--- src/rtl/sd_spi_xfer.sv ---
// sd_spi_xfer: SPI mode-0 byte exchanger for SD cards with a slow/fast SCLK divider.
// Receive-side CRC16-CCITT is built only when SD_SPI_CRC16_EN is defined.
//
// state | meaning
// IDLE  | waiting for start; sclk low, mosi high
// LOW   | sclk low half-period; mosi holds the current tx bit
// HIGH  | sclk high half-period; miso already captured
// DONE  | publish received byte and pulse done
module sd_spi_xfer #(
   parameter int unsigned DIV_SLOW = 63,
   parameter int unsigned DIV_FAST = 1
) (
   input  logic        clk,
   input  logic        reset,
   input  logic        start,
   input  logic [7:0]  din,
   input  logic        slow,
   input  logic        cs_assert,
   input  logic        crc_clr,
   input  logic        miso,
   output logic [7:0]  dout,
   output logic        busy,
   output logic        done,
   output logic [15:0] crc,
   output logic        mosi,
   output logic        sclk,
   output logic        ss
);

   localparam int CW = 16;
   localparam logic [CW-1:0] DIV_SLOW_C = CW'(DIV_SLOW);
   localparam logic [CW-1:0] DIV_FAST_C = CW'(DIV_FAST);

   typedef enum logic [1:0] {
      IDLE = 2'd0,
      LOW  = 2'd1,
      HIGH = 2'd2,
      DONE = 2'd3
   } state_t;

   state_t        state_q, state_d;
   logic [CW-1:0] cnt_q, cnt_d;
   logic [CW-1:0] div_q, div_d;
   logic [2:0]    bit_q, bit_d;
   logic [7:0]    tx_q, tx_d;
   logic [7:0]    rx_q, rx_d;
   logic [7:0]    dout_q, dout_d;
   logic          done_q, done_d;
   logic          sclk_q, sclk_d;
   logic          mosi_q, mosi_d;
   logic          ss_q;
   logic          sample;
   logic [CW-1:0] div_raw;
   logic [CW-1:0] div_sel;

   // A zero divider would never let the half-period counter expire, so clamp to 1.
   always_comb begin
      div_raw = slow ? DIV_SLOW_C : DIV_FAST_C;
      div_sel = (div_raw == '0) ? {{(CW-1){1'b0}}, 1'b1} : div_raw;
   end

   always_ff @(posedge clk) begin
      if (!reset) begin
         state_q <= IDLE;
         cnt_q   <= '0;
         div_q   <= '0;
         bit_q   <= '0;
         tx_q    <= '0;
         rx_q    <= '0;
         dout_q  <= '0;
         done_q  <= 1'b0;
         sclk_q  <= 1'b0;
         mosi_q  <= 1'b1;
         ss_q    <= 1'b1;
      end else begin
         state_q <= state_d;
         cnt_q   <= cnt_d;
         div_q   <= div_d;
         bit_q   <= bit_d;
         tx_q    <= tx_d;
         rx_q    <= rx_d;
         dout_q  <= dout_d;
         done_q  <= done_d;
         sclk_q  <= sclk_d;
         mosi_q  <= mosi_d;
         ss_q    <= ~cs_assert;
      end
   end

   always_comb begin
      state_d = state_q;
      cnt_d   = cnt_q;
      div_d   = div_q;
      bit_d   = bit_q;
      tx_d    = tx_q;
      rx_d    = rx_q;
      dout_d  = dout_q;
      done_d  = 1'b0;
      sclk_d  = sclk_q;
      mosi_d  = mosi_q;
      sample  = 1'b0;
      unique case (state_q)
         IDLE: begin
            sclk_d = 1'b0;
            mosi_d = 1'b1;
            if (start) begin
               div_d   = div_sel;
               tx_d    = din;
               mosi_d  = din[7];
               bit_d   = '0;
               cnt_d   = div_sel - {{(CW-1){1'b0}}, 1'b1};
               state_d = LOW;
            end
         end
         LOW: begin
            if (cnt_q == '0) begin
               state_d = HIGH;
               sclk_d  = 1'b1;
               rx_d    = {rx_q[6:0], miso};
               sample  = 1'b1;
               cnt_d   = div_q - {{(CW-1){1'b0}}, 1'b1};
            end else begin
               cnt_d = cnt_q - {{(CW-1){1'b0}}, 1'b1};
            end
         end
         HIGH: begin
            if (cnt_q == '0) begin
               sclk_d = 1'b0;
               cnt_d  = div_q - {{(CW-1){1'b0}}, 1'b1};
               if (bit_q == 3'd7) begin
                  state_d = DONE;
                  mosi_d  = 1'b1;
               end else begin
                  bit_d   = bit_q + 3'd1;
                  tx_d    = {tx_q[6:0], 1'b0};
                  mosi_d  = tx_q[6];
                  state_d = LOW;
               end
            end else begin
               cnt_d = cnt_q - {{(CW-1){1'b0}}, 1'b1};
            end
         end
         DONE: begin
            dout_d  = rx_q;
            done_d  = 1'b1;
            mosi_d  = 1'b1;
            state_d = IDLE;
         end
         default: begin
            state_d = IDLE;
         end
      endcase
   end

`ifdef SD_SPI_CRC16_EN
   logic [15:0] crc_q, crc_d;
   logic        crc_fb;

   // CRC16-CCITT, MSB first, one received bit per miso sample.
   always_comb begin
      crc_fb = crc_q[15] ^ miso;
      crc_d  = crc_q;
      if (crc_clr) begin
         crc_d = '0;
      end else if (sample) begin
         crc_d = {crc_q[14:0], 1'b0} ^ (crc_fb ? 16'h1021 : 16'h0000);
      end
   end

   always_ff @(posedge clk) begin
      if (!reset) begin
         crc_q <= '0;
      end else begin
         crc_q <= crc_d;
      end
   end

   assign crc = crc_q;
`else
   logic unused_crc_inputs;
   assign unused_crc_inputs = crc_clr ^ sample;
   assign crc = 16'h0000;
`endif

   assign dout = dout_q;
   assign busy = (state_q != IDLE);
   assign done = done_q;
   assign mosi = mosi_q;
   assign sclk = sclk_q;
   assign ss   = ss_q;

endmodule

--- config.mk ---
export PLATFORM = sky130hd
export DESIGN_NAME = sd_spi_xfer
export DESIGN_NICKNAME = d
export VERILOG_FILES = /design/src/rtl/sd_spi_xfer.sv
export SDC_FILE = /design/constraint.sdc
export NUM_CORES = 1
export LEC_CHECK = 0
export ABC_AREA = 1
export CORE_UTILIZATION = 53
export DETAILED_ROUTE_END_ITERATION = 10
export PLACE_DENSITY_LB_ADDON = 0.3
export SYNTH_ARGS = -nofsm -noshare
export SYNTH_HDL_FRONTEND = slang
export SYNTH_SLANG_ARGS = --single-unit
--- constraint.sdc ---
create_clock -name clk -period 2.5 [get_ports clk]
set_input_delay 0.5 -clock clk [delete_from_list [all_inputs] [get_ports clk]]
set_output_delay 0.5 -clock clk [all_outputs]
set_load 0.005 [all_outputs]
Word level (Yosys, flattened, before mapping) --
Cells that the tools add are included.
Operators by class: $add $sub $neg 4, eq/ne operators 8, muxes and demuxes 26, bitwise logic cells 1, reduce and logical (&&, ||, !) cells 16
Operator list (count):
- $logic_not A16 Y1 | 2
- $mux W16 | 2
- $pmux W16 S2 | 1
- $sub A16 B1 Y16 const B | 2
- $mux W7 | 3
- $pmux W7 S2 | 1
- $mux W6 | 2
- $mux W3 | 3
- $mux W2 | 4
- $ne A2 B2 Y1 const B | 4
- $pmux W2 S4 | 1
- $reduce_and A2 Y1 | 4
- $sub A6 B1 Y7 const B | 1
- $mux W1 | 6
- $pmux W1 S3 | 2
- $pmux W3 S2 | 1
- $reduce_and A3 Y1 | 2
- $reduce_bool A2 Y1 | 3
- $reduce_bool A3 Y1 | 2
- $eq A2 B2 Y1 const B | 2
- $reduce_and A4 Y1 | 1
- $add A3 B1 Y3 const B | 1
- $eq A3 B3 Y1 const B | 1
- $eq A2 B1 Y1 const B | 1
- 3 further kinds | 3
Storage, ports and cells: register bits 64, bits of input ports 15, output and inout bits 29

Logic depth before layout (Yosys ltp) --
Gate-level depths: netlist of run 1.
word-level depth 6, mapped depth 14

Worst setup path after synthesis of run 1 --
OpenSTA, ideal clock, no wires.
path kind register -> register, start point register cnt_q[8], end point register cnt_q[1], library setup time 0.095 ns, arrival 1.810 ns, data required time 2.405 ns, slack 0.594 ns, cell stages (with the launch flop) 11, buffers on the path 1, cells stage by stage dfxtp_1 -> nor2_2 -> nand2_2 -> nor2_4 -> nand3_2 -> buf_6 -> nand2_1 -> inv_1 -> ha_1 -> or2_2 -> a221oi_1
Between the ends: cells in the longest elaborated chain, start to end 3
RTL lines:
- start, declared | line 42 | logic [CW-1:0] cnt_q, cnt_d;
- start signal, assigned | line 77 | cnt_q <= cnt_d;
- $logic_not A16 Y1 | line 116, 127
- $mux W16 | line 116, 127
- $pmux W16 S2 | line 102 | unique case (state_q)
No other way between the ends. A chain may end at the register's enable or synchronous reset.

Final worst setup path of run 1 --
Same ends and word-level chain as after synthesis.

==> qor.yml, run 1 <==
gr-usage-met2_pct: 37.69
whs_path_depth: 2
drc: 0
ir_worst_vdd_v: 0.0007129
clock_sinks: 50
critical_path_arrival_ns: 2.36
numCtsBuffers: 5
timing.rr.start: "cnt_q[8]"
grt_max_degree: 28
dr.pass1.iters: 4
die_w_um: 72.26
syn-cell-area_mm2: 0.002616
maxCapViolations: 0
routed_via_density: 5.074
grt_usage_pct: 21.46
cts_tree: "yes"
seq_area_frac_synth_pct: 38.26
fin_skew_ns: 0.006727
post-route-cell-area_mm2: 0.003004
hp-start: "tx_q[4]"
power_density_mw_per_mm2: 1379
std_cell_rows: 25
synth_edf_count: 0
grtUsageMet1_pct: 26.00
p_clk_share_pct: 16.3
grt_first_pass_wirelength_mm: 8.997
synth_top_area_share_pct: 38.26
nets: 401
synthArstFlopShare_pct: 0
period_minus_slack_ns: 2.153
critPathMaxFanout: 11
vias: 2268
dp_hpwl_mm: 3.669
initial_core_util_pct: 55.39
hold_class: "flop to flop"
grt.overflow.total: 0
synth.area.top_cells: "dfxtp_1, nand2_1, a21oi_1"
drive_above_1_share_pct: 11.05
r2r-end: "cnt_q[1]"
syn2layout_area_growth_pct: 14.83
ctsLongestPathBuffers: 2
avgSynthCellArea_um2: 7.370
place_congestion: 0.7826
endpoint_kind: "flop"
hold_violations: 0
drv_slew: 0
busiest_layer: "met2"
cts_hold_buf: 0
p_int_mw: 2.264
max_freq_mhz: 464.6
run_status: "finished, final reports clean"
placed_area_mm2: 0.002864
yosys.area.top_type: "dfxtp_1"
antenna_found_initial: 0
synth_cell_type_count: 37
num_io_pins: 44
synthFlopType: "dfxtp_1"
insertion_delay_ns: 0.30
grt_use_met3_pct: 3.750
drtIter0Drc: 90
diodes: 0
grt_pass1_vias: 2122
wl_per_cell_um: 11.53
htreeDepth: 2
clkTransAtPathRegs_ns: 0.09
drtAntennaViolNets: 0
ys_ff_latch: 50
finalWirelength_mm: 5.156
worstSetupPathType: "flop to flop"
critPathLaunchType: "flop"
reg2regPathDepth: 9
clock-root-buffer: "clkbuf_8"
core-area_mm2: 0.004723
final_util_pct: 63.60
reg2reg_slack_ns: 0.35
die-area_mm2: 0.005222
finalSetupViolCount: 0
numPortBuffers: 26
rsz0062_at_grt: "false"
fin_tns_setup_ns: 0
power_frac_comb_pct: 54.6
whs_endpoint: "tx_q[5]"
layout_common_cells: "nand2_1, dfxtp_1, a21oi_1"
switchingPower_mw: 1.878
power.leakage_nw: 1.279
layout_commonest_cell: "nand2_1"
yosys_warnings: 0
p_sw_share_pct: 45.34
syn_inst: 355
die_h_um: 72.26
critical_path_required_ns: 2.71
sequentialPowerShare_pct: 29.1
min_period_over_period_pct: 86.10
[how the worst max path moves through the flow]
stage                         from       end  slack, ns  depth (start not counted)
after floorplan           cnt_q[8]  cnt_q[1]       0.59                         10
after CTS                 cnt_q[7]  cnt_q[5]       0.25                         10
after detailed placement  cnt_q[7]  cnt_q[5]       0.28                         10
after global placement    cnt_q[7]  cnt_q[5]       0.38                         10
final                     cnt_q[8]  cnt_q[1]       0.35                          9
after global routing      cnt_q[8]  cnt_q[1]       0.18                          9
[worst max-delay path: stages, from the launching register on]
cell	delay (ns)
dfxtp_1	0.36
nor2_2	0.21
nand2_2	0.11
nor2_4	0.15
nand3_2	0.25
nand2_1	0.13
inv_1	0.05
ha_1	0.27
or2_2	0.29
a221oi_1	0.25
[synth_stat cells (2+ instances only)]
library cell / count
nor2_1: 20
nand3_1: 33
buf_4: 16
clkbuf_1: 7
a21oi_1: 35
ha_1: 7
nand2_2: 5
nand2_1: 63
o21ai_0: 28
a21oi_2: 4
nand4_4: 2
nand4_1: 6
a31oi_1: 7
dfxtp_1: 50
nor2_2: 4
inv_1: 34
buf_2: 2
inv_2: 3
nor3_1: 2
nand3_2: 4
nor2_4: 3
o21ai_1: 4
buf_6: 2
[through the flow]
stage / hold WS, ns / power [mW] / cells / setup slack (ns)
after floorplan: 0.4302 / 3.027 / 370 / 0.5943
after global placement: 0.4490 / 3.397 / 439 / 0.3824
after detailed placement: 0.4571 / 3.466 / 439 / 0.2849
after CTS: 0.4739 / 4.153 / 447 / 0.2535
after global routing: 0.4949 / 4.538 / 447 / 0.1800
final: 0.4730 / 4.143 / 447 / 0.3475
[repair_timing]
| item | 4_1_cts | 5_1_grt |
|---|---|---|
| hold endpoints to repair | 0 | 0 |
| resized for setup | 0 | 1 |
| endpoints found under the setup margin | 0 | 1 |
| setup buffers | 0 | 0 |
[registers in the layout, indices dropped and copies added (netlist names)]
| name | cells |
|---|---|
| bit_q | 3 |
| cnt_q | 16 |
| tx_q | 7 |
| mosi | 1 |
| dout | 8 |
| ss | 1 |
| div_q | 2 |
| state_q | 2 |
| rx_q | 8 |
| done | 1 |
| sclk | 1 |
[final cells by class]
type                    instances  area, µm²
clock buffers                   5      68.82
multi-input cells             252       1336
inverters                      39      147.6
clock inverters                 3      68.82
flip-flops and latches         50       1001
fillers                       406       1719
repair buffers                 31      297.8
well taps                      67      83.83
[routing by layer]
metal	part of all wire, %	routed length [µm]
met3	3.2	167
met5	0	0
met1	47	2408
met4	1.1	59
met2	49	2521
[power by group through the flow]
stage	clock network, mW	registers [mW]	logic [mW]
2_1_floorplan	0	1.18	1.85
3_3_place_gp	0	1.21	2.19
3_5_place_dp	0	1.22	2.25
4_1_cts	0.694	1.20	2.26
5_1_grt	0.721	1.24	2.58
6_report	0.675	1.21	2.26
[cells by family (layout without fill, tap and decap cells)]
kind of cell,Yosys count,count (layout),share of synthesized area (%)
flops,50,50,38.26
other cells,1,16,0.1433
xor+xnor,1,1,0.3348
fa+ha+maj,7,7,3.348
simple gates,145,145,27.55
buf+inv,68,78,12.91
compound gates,83,83,17.46
Note: power is estimated with default switching activity, not from simulation.
==> inputs of run 2 (changes only) <==
Settings changed: SETUP_SLACK_MARGIN set to 0.15.
==> results of run 2 <==
The final DEF is identical to that of run 1; final timing and power are the same.
==> inputs of run 3 (changes only) <==
Settings changed: SETUP_SLACK_MARGIN 0.15 to unset.
==> results of run 3 <==
The final DEF is identical to that of run 1; final timing and power are the same.
